File: src/rtl/keypad_scan.sv
// keypad_scan: 4x4 matrix keypad scanner with debounce and a level valid/ack handshake.
// Define KEYPAD_REPEAT_EN to auto-repeat a held key (first after 32 ticks, then every 8).
//
// state    | meaning
// SCAN     | rotating the low row each tick, looking for a single-key column pattern
// DEBOUNCE | row held, counting consecutive ticks that agree with the latched pattern
// PRESSED  | key accepted, row held until DEBOUNCE_CNT consecutive disagreeing ticks
module keypad_scan #(
   parameter int SCAN_DIV     = 200000,
   parameter int DEBOUNCE_CNT = 4
) (
   input  logic       clk,
   input  logic       rst_n,
   output logic [3:0] row,
   input  logic [3:0] col,
   output logic [3:0] key_code,
   output logic       key_valid,
   input  logic       key_ack,
   output logic       key_held,
   output logic       overrun
);
   localparam int TW = (SCAN_DIV > 1) ? $clog2(SCAN_DIV) : 1;
   localparam int DW = $clog2(DEBOUNCE_CNT + 1);
   localparam logic [TW-1:0] TICK_LAST = TW'(SCAN_DIV - 1);
   localparam logic [DW-1:0] DB_LAST   = DW'(DEBOUNCE_CNT);
   // nibble {r,c} holds the hex code of row r, column c
   localparam logic [63:0] KEY_TABLE = 64'hDF0E_C987_B654_A321;

   typedef enum logic [1:0] {SCAN, DEBOUNCE, PRESSED} state_t;

   state_t        state_q, state_d;
   logic [3:0]    col_meta_q, col_meta_d;
   logic [3:0]    col_s_q, col_s_d;
   logic [TW-1:0] tick_cnt_q, tick_cnt_d;
   logic [3:0]    row_q, row_d;
   logic [3:0]    lat_col_q, lat_col_d;
   logic [3:0]    lat_rc_q, lat_rc_d;
   logic [DW-1:0] cnt_q, cnt_d;
   logic [DW-1:0] rel_cnt_q, rel_cnt_d;
   logic [3:0]    key_code_q, key_code_d;
   logic          key_valid_q, key_valid_d;
   logic          key_held_q, key_held_d;
   logic          overrun_q, overrun_d;
`ifdef KEYPAD_REPEAT_EN
   localparam logic [5:0] RPT_FIRST  = 6'd32;
   localparam logic [5:0] RPT_PERIOD = 6'd8;
   logic [5:0]    rpt_cnt_q, rpt_cnt_d;
`endif

   logic       tick;
   logic [1:0] row_idx;
   logic [1:0] col_idx;
   logic       pat_valid;
   logic [3:0] row_rot;
   logic       accept;
   logic [3:0] accept_rc;

   assign tick    = (tick_cnt_q == TICK_LAST);
   assign row_rot = {row_q[2:0], row_q[3]};

   always_comb begin
      row_idx = 2'd3;
      case (row_q)
         4'b1110: row_idx = 2'd0;
         4'b1101: row_idx = 2'd1;
         4'b1011: row_idx = 2'd2;
         default: row_idx = 2'd3;
      endcase
      col_idx   = 2'd0;
      pat_valid = 1'b1;
      case (col_s_q)
         4'b1110: col_idx = 2'd0;
         4'b1101: col_idx = 2'd1;
         4'b1011: col_idx = 2'd2;
         4'b0111: col_idx = 2'd3;
         default: pat_valid = 1'b0;
      endcase
   end

   always_comb begin
      state_d     = state_q;
      col_meta_d  = col;
      col_s_d     = col_meta_q;
      tick_cnt_d  = tick ? '0 : tick_cnt_q + 1'b1;
      row_d       = row_q;
      lat_col_d   = lat_col_q;
      lat_rc_d    = lat_rc_q;
      cnt_d       = cnt_q;
      rel_cnt_d   = rel_cnt_q;
      key_code_d  = key_code_q;
      key_valid_d = key_valid_q;
      key_held_d  = key_held_q;
      overrun_d   = overrun_q;
      accept      = 1'b0;
      accept_rc   = lat_rc_q;
`ifdef KEYPAD_REPEAT_EN
      rpt_cnt_d   = rpt_cnt_q;
`endif
      if (tick) begin
         case (state_q)
            SCAN: begin
               if (pat_valid) begin
                  lat_col_d = col_s_q;
                  lat_rc_d  = {row_idx, col_idx};
                  cnt_d     = DW'(1);
                  if (DEBOUNCE_CNT == 1) begin
                     accept    = 1'b1;
                     accept_rc = {row_idx, col_idx};
                     rel_cnt_d = '0;
                     state_d   = PRESSED;
                  end else begin
                     state_d = DEBOUNCE;
                  end
               end else begin
                  row_d = row_rot;
               end
            end
            DEBOUNCE: begin
               if (col_s_q == lat_col_q) begin
                  cnt_d = cnt_q + 1'b1;
                  if (cnt_d == DB_LAST) begin
                     accept    = 1'b1;
                     rel_cnt_d = '0;
                     state_d   = PRESSED;
                  end
               end else begin
                  cnt_d   = '0;
                  row_d   = row_rot;
                  state_d = SCAN;
               end
            end
            PRESSED: begin
               rel_cnt_d = (col_s_q == lat_col_q) ? '0 : rel_cnt_q + 1'b1;
               if (rel_cnt_d == DB_LAST) begin
                  rel_cnt_d  = '0;
                  cnt_d      = '0;
                  key_held_d = 1'b0;
                  row_d      = row_rot;
                  state_d    = SCAN;
               end
`ifdef KEYPAD_REPEAT_EN
               else begin
                  // reload so the next repeat lands RPT_PERIOD ticks later
                  rpt_cnt_d = rpt_cnt_q + 1'b1;
                  if (rpt_cnt_d == RPT_FIRST) begin
                     accept    = 1'b1;
                     rpt_cnt_d = RPT_FIRST - RPT_PERIOD;
                  end
               end
`endif
            end
            default: state_d = SCAN;
         endcase
      end
`ifdef KEYPAD_REPEAT_EN
      if (state_q != PRESSED) rpt_cnt_d = '0;
`endif
      if (key_ack) begin
         key_valid_d = 1'b0;
         overrun_d   = 1'b0;
      end
      // acceptance overrides a same-cycle ack; overrun reflects valid before the ack
      if (accept) begin
         key_code_d  = KEY_TABLE[{accept_rc, 2'b00} +: 4];
         key_valid_d = 1'b1;
         key_held_d  = 1'b1;
         overrun_d   = key_valid_q;
      end
   end

   always_ff @(posedge clk) begin
      if (!rst_n) begin
         state_q     <= SCAN;
         col_meta_q  <= 4'hF;
         col_s_q     <= 4'hF;
         tick_cnt_q  <= '0;
         row_q       <= 4'b1110;
         lat_col_q   <= 4'hF;
         lat_rc_q    <= '0;
         cnt_q       <= '0;
         rel_cnt_q   <= '0;
         key_code_q  <= '0;
         key_valid_q <= 1'b0;
         key_held_q  <= 1'b0;
         overrun_q   <= 1'b0;
`ifdef KEYPAD_REPEAT_EN
         rpt_cnt_q   <= '0;
`endif
      end else begin
         state_q     <= state_d;
         col_meta_q  <= col_meta_d;
         col_s_q     <= col_s_d;
         tick_cnt_q  <= tick_cnt_d;
         row_q       <= row_d;
         lat_col_q   <= lat_col_d;
         lat_rc_q    <= lat_rc_d;
         cnt_q       <= cnt_d;
         rel_cnt_q   <= rel_cnt_d;
         key_code_q  <= key_code_d;
         key_valid_q <= key_valid_d;
         key_held_q  <= key_held_d;
         overrun_q   <= overrun_d;
`ifdef KEYPAD_REPEAT_EN
         rpt_cnt_q   <= rpt_cnt_d;
`endif
      end
   end

   assign row       = row_q;
   assign key_code  = key_code_q;
   assign key_valid = key_valid_q;
   assign key_held  = key_held_q;
   assign overrun   = overrun_q;
endmodule
File: config.mk
export PLATFORM = sky130hd
export DESIGN_NAME = keypad_scan
export DESIGN_NICKNAME = d
export VERILOG_FILES = /design/src/rtl/keypad_scan.sv
export SDC_FILE = /design/constraint.sdc
export NUM_CORES = 1
export LEC_CHECK = 0
export ABC_AREA = 1
export BUFFER_PORTS_ARGS = -buffer_cell sky130_fd_sc_hd__buf_2
export CORE_UTILIZATION = 33
export DETAILED_ROUTE_END_ITERATION = 8
export SYNTH_ARGS = -nofsm -noshare
export SYNTH_HDL_FRONTEND = slang
export SYNTH_SLANG_ARGS = --single-unit
File: constraint.sdc
create_clock -name clk -period 3.7 [get_ports clk]
set_clock_uncertainty 0.2 [all_clocks]
set_input_delay 0 -clock clk [delete_from_list [all_inputs] [get_ports clk]]
set_output_delay 0 -clock clk [all_outputs]
set_load 0.02 [all_outputs]
==> results of run 1 <==
## cell usage in the layout (no fill, tap or decap), drive strengths merged, types with 3 or more instances in the layout
cell type    instances
nand2               85
nor2                58
dfxtp               53
inv                 53
a21oi               23
o21ai               18
buf                 17
nand4               15
nand3               15
ha                  14
nor3                12
or2                 10
clkbuf               7
dlygate4sd3          6
o211ai               5
xor2                 4
nand3b               3
## state kept, by name, summed over array words and instances, names as in the netlist
name / count
tick_cnt_q: 18
key_held: 1
cnt_q: 3
row: 4
key_code: 4
state_q: 2
key_valid: 1
col_s_q: 4
col_meta_q: 4
rel_cnt_q: 3
overrun: 1
accept_rc: 4
lat_col_q: 4
## stage by stage
step / setup slack [ns] / util / instances / instance area, sq um / hold slack, ns
global placement: 1.75 / 0.362 / 496 / 2960 / -0.0127
floorplan: 2.01 / - / 379 / 2770 / -0.0934
finish: 1.68 / 0.384 / 510 / 3140 / 0.219
global route: 1.47 / 0.384 / 510 / 3140 / 0.225
detailed placement: 1.69 / 0.362 / 496 / 2960 / -0.00617
CTS: 1.67 / 0.384 / 510 / 3140 / 0.212
## cell families (layout without fill, tap and decap cells)
family / after synthesis / in the layout / share of synthesized area
AO/OA/AOI/OAI: 48 / 48 / 0.0939
XOR/XNOR: 5 / 5 / 0.0158
buffers and inverters: 59 / 85 / 0.0839
flip-flops: 53 / 53 / 0.383
adder cells (fa/ha/maj): 14 / 14 / 0.0632
AND/OR/NAND/NOR: 199 / 199 / 0.357
multiplexers: 1 / 1 / 0.00361
## final timing paths
check	slack [ns]	startpoint	endpoint
min	0.22	col_meta_q[3]$_SDFF_PN1_	col_s_q[3]$_SDFF_PN1_
min reg2reg	0.22	col_meta_q[3]$_SDFF_PN1_	col_s_q[3]$_SDFF_PN1_
max	1.68	tick_cnt_q[0]$_SDFF_PP0_	accept_rc[2]$_SDFFE_PN0P_
max reg2reg	1.68	tick_cnt_q[0]$_SDFF_PP0_	accept_rc[2]$_SDFFE_PN0P_
## layer usage
metal | GRT usage | up-vias | share of wire
met4 | 0.0385 | 0 | 0.015
li1 | - | 1265 | -
met2 | 0.243 | 32 | 0.47
met3 | 0.0283 | 11 | 0.032
met1 | 0.154 | 1078 | 0.49
met5 | 0 | - | 0
## worst reg2reg max path: stages (launching register included)
cell,delay (ns)
dfxtp_1,0.38
ha_1,0.19
nand2_1,0.07
inv_2,0.10
nand4_4,0.10
nor2_4,0.20
inv_4,0.09
nor2_4,0.24
inv_1,0.13
o21ai_0,0.16
a21oi_1,0.06
## cell type report
class,instances,share of cell area
multi-input combinational,267,0.471
inverter,54,0.0654
timing repair buffer,23,0.0463
clock inverter,1,0.00957
tap,105,0.0419
clock buffer,7,0.0275
sequential,53,0.338
## what timing repair did
item,4_1_cts,5_1_grt
hold buffers,6,0
endpoints found under the hold margin,25,0
setup buffers,0,0
## power groups by stage
stage               logic (mW)  clock network, mW  registers, mW
floorplan               0.0294                  0          0.594
global placement        0.0380                  0          0.595
detailed placement      0.0382                  0          0.596
CTS                     0.0433              0.422          0.582
global route            0.0487              0.439          0.584
finish                  0.0428              0.408          0.582
==> flow_summary.yaml, run 1 <==
synth:
  synth_top_area_frac: 0.383
  synthFlopType: "dfxtp_1"
  syn_nets: 400
  yosysWarnings: 0
  yosysTopAreaCell: "dfxtp_1"
  seq_area_frac_synth: 0.383
  synth_area_leaders: "dfxtp_1, nand2_1, nor2_1"
  synth_area_per_cell_sq_um: 7.32
  synth.most_common_cell: "nand2_1"
  syn_inst: 379
  synth_enable_flop_cells: 0
  synth_top_cells_by_count: "nand2_1, dfxtp_1, nor2_1, inv_1, a21oi_1"
  synth_area_sq_mm: 0.00277
  ys_ff_latch: 53
  async_flop_share: 0
  yosysUniqueCellTypes: 35
power:
  peakVddDrop_v: 0.000180
  switching_share: 0.212
  seqPwrFrac: 0.564
  comb_power_share: 0.041
  fin_total_pwr_mw: 1.03
  clock_power_share: 0.395
  p_leak_nw: 1.33
  power_density_mw_per_mm2: 329
  p_int_uw: 814
  power.switching_uw: 218
global_routing:
  grtUsageTotal: 0.133
  grt_pass1_wl_microns: 9380
  grt_pass1_vias: 2253
  antenna_found_initial: 0
  grt_max_degree: 22
  gr-total-overflow: 0
critical_path:
  path_cells: "ha_1 -> nand2_1 -> inv_2 -> nand4_4 -> nor2_4 -> inv_4 -> nor2_4 -> inv_1 -> o21ai_0 -> a21oi_1"
  start_kind: "register"
  worstSetupPathType: "reg -> reg"
  path_max_fanout: 13
  worst_path_max_delay_cell: "dfxtp_1"
  worstPathArrival_ns: 2.02
  required_ns: 3.69
  crit_buf_inv: 3
  r2r_cells: 10
  crit_top_cell: "nor2_4"
  path_delay_family: "simple AND/OR/NAND/NOR gates"
  end_kind: "register"
  worst-path-stages: 10
  max_stage_delay_ns: 0.38
clock_network:
  tritoncts: "done"
  cts_resized: 0
  cts-root-buf: "clkbuf_8"
  htreeDepth: 2
  cts_sinks: 53
  clk_latency_ns: 0.30
  clkTransAtPathRegs_ns: 0.09
  cts_buffers: 5
  clk_path_buf_depth: 2
sta:
  rsz0062_at_grt: "no"
  period_share: 0.547
  finalHoldViolations: 0
  worst_pin_slew_ns: 0.516
  setup_viol: 0
  max_freq_ghz: 0.494
  slew_headroom: 0.655
  tns_ns: 0
  period_minus_slack_ns: 2.02
  drv_slew: 0
hold_path:
  hold_path_class: "reg -> reg"
  hold_depth: 1
final_layout:
  final_nets: 425
  seq_area_sq_mm: 0.00106
  syn_to_final_growth_pct: 13.2
  multiInputGateArea_sq_mm: 0.00148
  drive_gt1_frac: 0.165
  insertedDiodeCount: 0
  fill_cells: 882
routing:
  dr.pass1.iters: 4
  totalWireLength_microns: 5460
  viasPerCell: 4.68
  wl_per_cell_microns: 10.7
  ant_nets: 0
  dr_total_vias: 2386
  drt-initial-drc-count: 65
  drc_errors: 0
placement:
  globalplace.congestion: 0.800
  place.port_buffers: 17
  dp_hpwl_microns: 3950
die:
  rows: 33
  die-area_sq_mm: 0.00877
  core_sq_mm: 0.00818
  io_pins: 18
  die_h_microns: 93.7
  die_w_microns: 93.7
  start_util: 0.339
status:
  status: "complete, no violations"
run:
  max_cap_violations: 0
Power figures use the tool's default switching activity.
==> inputs of run 2 (changes only) <==
- clock period: 3.7 -> 2.1 ns (I/O delays scaled with it)
==> run 2 against run 1 <==
- sequential share of layout area down 0.17 points
- critical path type unchanged
- wire length shrank 1.8%
- global-route usage is 0.19 points higher
- maximum frequency grew 9.8%
- sequential power is 77% higher
- count of clock-buffer cells in the layout down 2
- die area unchanged
- utilization increased by 0.20 points
- power rose by 66%
- worst hold slack got worse by 0.0082 ns
- combinational power up 87%
==> flow_summary.yaml, run 2 (synthesized netlist as in run 1, its figures left out) <==
final_layout:
  insertedDiodeCount: 0
  syn_to_final_growth_pct: 13.8
  seq_area_sq_mm: 0.00106
  fill_cells: 860
  multiInputGateArea_sq_mm: 0.00148
  largest_register_ffs: 18
  mostFrequentLayoutCell: "nand2_1"
  top_register: "tick_cnt_q"
  final_nets: 430
  drive_gt1_frac: 0.178
  most-common-layout-cells: "nand2_1, dfxtp_1, nor2_1"
sta:
  worst_pin_slew_ns: 0.339
  drv_slew: 0
  setup_viol: 0
  rsz0062_at_grt: "no"
  slew_headroom: 0.771
  tns_ns: 0
  worst_slack_ns: 0.259
  period_minus_slack_ns: 1.84
  max_freq_ghz: 0.543
  period_share: 0.877
  finalHoldViolations: 0
  holdWs_ns: 0.211
global_routing:
  grt_pass1_wl_microns: 9470
  gr-total-overflow: 0
  grt_pass1_vias: 2225
  grt_max_degree: 21
  antenna_found_initial: 0
  grtUsageTotal: 0.135
power:
  peakVddDrop_v: 0.000317
  p_leak_nw: 1.34
  fin_total_pwr_mw: 1.71
  power_density_mw_per_mm2: 543
critical_path:
  end_kind: "register"
  worstSetupPathType: "reg -> reg"
  start_kind: "register"
  required_ns: 2.16
  path_max_fanout: 5
  worstPathArrival_ns: 1.90
placement:
  globalplace.congestion: 0.786
  dp_hpwl_microns: 3940
  place_ws_ns: 0.252
  place.port_buffers: 17
hold_path:
  hold_path_class: "in -> reg"
status:
  status: "complete, no violations"
die:
  io_pins: 18
  die_h_microns: 93.7
  die_w_microns: 93.7
  rows: 33
  core_sq_mm: 0.00818
  start_util: 0.339
  die-area_sq_mm: 0.00877
routing:
  totalWireLength_microns: 5360
  viasPerCell: 4.66
  ant_nets: 0
  wl_per_cell_microns: 10.4
  drc_errors: 0
  drt-initial-drc-count: 92
  dr.pass1.iters: 4
  dr_total_vias: 2401
clock_network:
  htreeDepth: 2
  cts-root-buf: "clkbuf_8"
  clkTransAtPathRegs_ns: 0.10
  cts_buffers: 5
  clk_path_buf_depth: 2
  clk_latency_ns: 0.32
  post-cts-setup-buffers: 0
  cts_sinks: 53
  tritoncts: "done"
run:
  max_cap_violations: 0
run 2: cell count changes in the layout (fill, tap and decap cells not counted):
| cell | before | now |
|---|---|---|
| clkbuf_1 | 1 | 0 |
| bufinv_16 | 1 | 0 |
| clkbuf_8 | 6 | 5 |
| clkinvlp_4 | 0 | 2 |
| inv_8 | 0 | 1 |
| buf_4 | 0 | 5 |
run 2: what timing repair did:
action / CTS / global route
endpoints found under the setup margin: 0 / 0
hold buffers: 6 / 0
hold endpoints to repair: 33 / 0
gates resized for setup: 0 / 0
run 2: worst max-delay path, cell delays in order, from the launching register on:
cell,delay [ns]
dfxtp_1,0.39
ha_1,0.19
nand2_1,0.07
inv_2,0.10
nand4_4,0.09
nor2_4,0.20
inv_4,0.09
nor2_4,0.16
nand3_2,0.12
nand2_1,0.08
inv_1,0.03
nor2_1,0.08
run 2: final cells by class:
cell class / instances / area share
inverter: 54 / 0.0651
tap: 105 / 0.0417
clock inverter: 3 / 0.00833
sequential: 53 / 0.336
timing repair buffer: 28 / 0.0579
clock buffer: 5 / 0.0218
multi-input combinational: 267 / 0.469
run 2: metal layers:
metal  up-vias  routed length (microns)  GRT usage
li1       1271                        -          -
met2        35                     2570      0.235
met3         9                      183     0.0283
met5         -                        0          0
met1      1086                     2510      0.161
met4         0                       94     0.0513
run 2: power breakdown:
| part | switching [mW] | total (mW) | internal (mW) |
|---|---|---|---|
| Combinational | 0.0462 | 0.0799 | 0.0337 |
| Sequential | 0.0102 | 1.03 | 1.02 |
| Clock | 0.362 | 0.605 | 0.243 |
| Total | 0.418 | 1.71 | 1.29 |
run 2: final timing paths:
check / startpoint / endpoint / slack, ns / cells after the start
worst max register to register: tick_cnt_q[0]$_SDFF_PP0_ / cnt_q[1]$_SDFFE_PN0P_ / 0.26 / 11
worst min-delay path: col[3] / col_meta_q[3]$_SDFF_PN1_ / 0.21 / 3
worst min register to register: col_meta_q[1]$_SDFF_PN1_ / col_s_q[1]$_SDFF_PN1_ / 0.21 / 1
worst max-delay path: tick_cnt_q[0]$_SDFF_PP0_ / cnt_q[1]$_SDFFE_PN0P_ / 0.26 / 11
run 2: stage by stage:
step,area [sq um],std cells,utilization
after floorplan,2770,379,-
after global placement,3000,501,0.367
after detailed placement,3000,501,0.367
after CTS,3150,515,0.386
after global routing,3150,515,0.386
final,3150,515,0.386
==> inputs of run 3 (changes only) <==
- ABC_AREA: 1 -> not set
==> run 3 against run 2 <==
- clock power is 6.0% higher
- sequential power hardly changed
- worst hold slack better by 0.017 ns
- critical endpoint is now rel_cnt_q[1]$_SDFFE_PN0P_
- sequential share of layout area is 2.4 points lower
==> flow_summary.yaml, run 3 <==
critical_path:
  r2r_cells: 6
  path_max_fanout: 7
  worstPathArrival_ns: 2.07
  r2r_slack_ns: 0.08
  start_kind: "register"
  end_kind: "register"
  worstSetupPathType: "reg -> reg"
  required_ns: 2.15
  timing.rr.end: "rel_cnt_q[1]$_SDFFE_PN0P_"
  rr_startpoint: "col_s_q[2]$_SDFF_PN1_"
sta:
  worst_pin_slew_ns: 0.796
  period_share: 0.962
  drv_slew: 0
  max_freq_ghz: 0.495
  period_minus_slack_ns: 2.02
  tns_ns: 0
  finalHoldViolations: 0
  setup_viol: 0
  rsz0062_at_grt: "yes"
  slew_headroom: 0.469
  worst_slack_ns: 0.0797
synth:
  synth_top_area_frac: 0.404
  ys_ff_latch: 53
  syn_inst: 291
  synthFlopType: "dfxtp_1"
  syn_nets: 312
  synth.most_common_cell: "dfxtp_1"
  synth_area_leaders: "dfxtp_1, ha_1, xnor2_1"
  synth_enable_flop_cells: 0
  yosysWarnings: 0
  seq_area_frac_synth: 0.404
  async_flop_share: 0
  yosysTopAreaCell: "dfxtp_1"
  synth_top_cells_by_count: "dfxtp_1, nor2_1, nand2_1, xnor2_1"
  synth_area_sq_mm: 0.00263
  synth_area_per_cell_sq_um: 9.02
  yosysUniqueCellTypes: 48
final_layout:
  syn_to_final_growth_pct: 31.3
  final_nets: 372
  fin_util: 0.446
  insertedDiodeCount: 0
  fill_cells: 749
  most-common-layout-cells: "dfxtp_1, buf_4, nor2_1"
  fin_cells: 454
  largest_register_ffs: 18
  mostFrequentLayoutCell: "dfxtp_1"
  drive_gt1_frac: 0.284
  top_register: "tick_cnt_q"
placement:
  place.port_buffers: 17
  dp_hpwl_microns: 4010
  place_ws_ns: 0.0336
  dp_cells: 431
  globalplace.congestion: 0.797
power:
  power_density_mw_per_mm2: 516
  peakVddDrop_v: 0.000286
  p_leak_nw: 1.32
  power.switching_uw: 455
  comb_power_share: 0.065
  switching_share: 0.256
  clock_power_share: 0.361
  seqPwrFrac: 0.575
  p_int_mw: 1.32
clock_network:
  cts-root-buf: "clkbuf_8"
  clkTransAtPathRegs_ns: 0.11
  cts_sinks: 53
  clk_path_buf_depth: 2
  clk_latency_ns: 0.32
  htreeDepth: 2
  tritoncts: "done"
  cts_buffers: 5
die:
  io_pins: 18
  core_sq_mm: 0.00773
  die-area_sq_mm: 0.00832
  rows: 32
  die_w_microns: 91.2
  start_util: 0.340
  die_h_microns: 91.2
hold_path:
  min_from: "col_meta_q[3]$_SDFF_PN1_"
  hold_path_class: "reg -> reg"
  whs_endpoint: "col_s_q[3]$_SDFF_PN1_"
  hold_depth: 1
routing:
  dr_total_vias: 2250
  drc_errors: 0
  dr.pass1.iters: 4
  ant_nets: 0
  totalWireLength_microns: 5670
  wl_per_cell_microns: 12.5
  viasPerCell: 4.96
  drt-initial-drc-count: 73
global_routing:
  use_met3: 0.0318
  grt_max_degree: 22
  grtUsageTotal: 0.142
  grt_pass1_vias: 2125
  gr-total-overflow: 0
  grtUsageMet2: 0.234
  gr-usage-met1: 0.183
  grt_pass1_wl_microns: 9600
  busiest_layer: "met2"
  antenna_found_initial: 0
status:
  status: "complete, no violations"
run:
  max_cap_violations: 0
run 3: changes by cell type after synthesis, sizes merged, moves of 7 or more:
cell and change:
nor2 -31, nand4 -9, and3 +8, a21oi -9, nand2b +9, xnor2 +14
nand2 -64, o21ai -11, inv -42, or2 -8, mux2i +12, clkbuf +7
run 3: worst max-delay path by stage:
stage	from	endpoint	slack, ns	depth (start not counted)
2_1_floorplan	col_s_q[3]$_SDFF_PN1_	rel_cnt_q[1]$_SDFFE_PN0P_	0.1	6
3_3_place_gp	tick_cnt_q[8]$_SDFF_PP0_	cnt_q[0]$_SDFFE_PN0P_	0.02	7
3_5_place_dp	tick_cnt_q[8]$_SDFF_PP0_	cnt_q[0]$_SDFFE_PN0P_	0.03	7
4_1_cts	col_s_q[2]$_SDFF_PN1_	rel_cnt_q[2]$_SDFFE_PN0P_	0.003	5
5_1_grt	tick_cnt_q[7]$_SDFF_PP0_	row[1]$_SDFFE_PN1P_	-0.02	7
6_report	col_s_q[2]$_SDFF_PN1_	rel_cnt_q[1]$_SDFFE_PN0P_	0.08	6
run 3: power groups by stage:
stage                     combinational (mW)  sequential (mW)  clock [mW]
after CTS                              0.110             1.02       0.662
final                                  0.115             1.02       0.641
after floorplan                       0.0561             1.05           0
after global placement                0.0927             1.05           0
after detailed placement              0.0950             1.05           0
after global routing                   0.126             1.02       0.698
run 3: layout make-up:
| class | instances | area [sq um] | share of cell area |
|---|---|---|---|
| clock buffers | 5 | 68.8 | 0.0200 |
| clock inverters | 3 | 28.8 | 0.00835 |
| inverters | 11 | 41.3 | 0.0120 |
| multi-input cells | 213 | 1600 | 0.464 |
| flip-flops and latches | 53 | 1080 | 0.312 |
| well taps | 102 | 128 | 0.0370 |
| repair buffers | 67 | 505 | 0.147 |
run 3: logic make-up after synthesis:
logic type / count (synthesis) / share of synthesized area
simple gates: 118 / 0.249
flops: 53 / 0.404
compound gates: 43 / 0.110
xor+xnor: 25 / 0.0834
buf+inv: 25 / 0.0372
fa+ha+maj: 14 / 0.0667
mux: 13 / 0.0495
run 3: per-layer routing:
metal | wire length [microns] | vias to the layer above
li1 | - | 1144
met1 | 2730 | 1068
met2 | 2720 | 31
met3 | 145 | 7
met4 | 68 | 0
met5 | 0 | -
run 3: critical path, stage by stage, from the launching register on:
cell and delay [ns]:
dfxtp_4 0.39, xor2_2 0.16, nor4_4 0.30, buf_6 0.17
a21boi_2 0.07, or4b_1 0.53, a21oi_1 0.13
run 3: stage by stage:
stage	power, mW	area, sq um	hold slack [ns]
detailed placement	1.14	3060	-0.0161
floorplan	1.10	2630	-0.0985
global placement	1.14	3060	-0.0191
global route	1.85	3450	0.235
finish	1.78	3450	0.228
CTS	1.80	3260	0.224
run 3: timing repair:
| item | 4_1_cts | 5_1_grt |
|---|---|---|
| pin swaps | 0 | 8 |
| endpoints found under the hold margin | 19 | 0 |
| hold buffers | 10 | 0 |
| setup buffers | 0 | 5 |
| endpoints found under the setup margin | 1 | 23 |
| gates resized for setup | 1 | 34 |
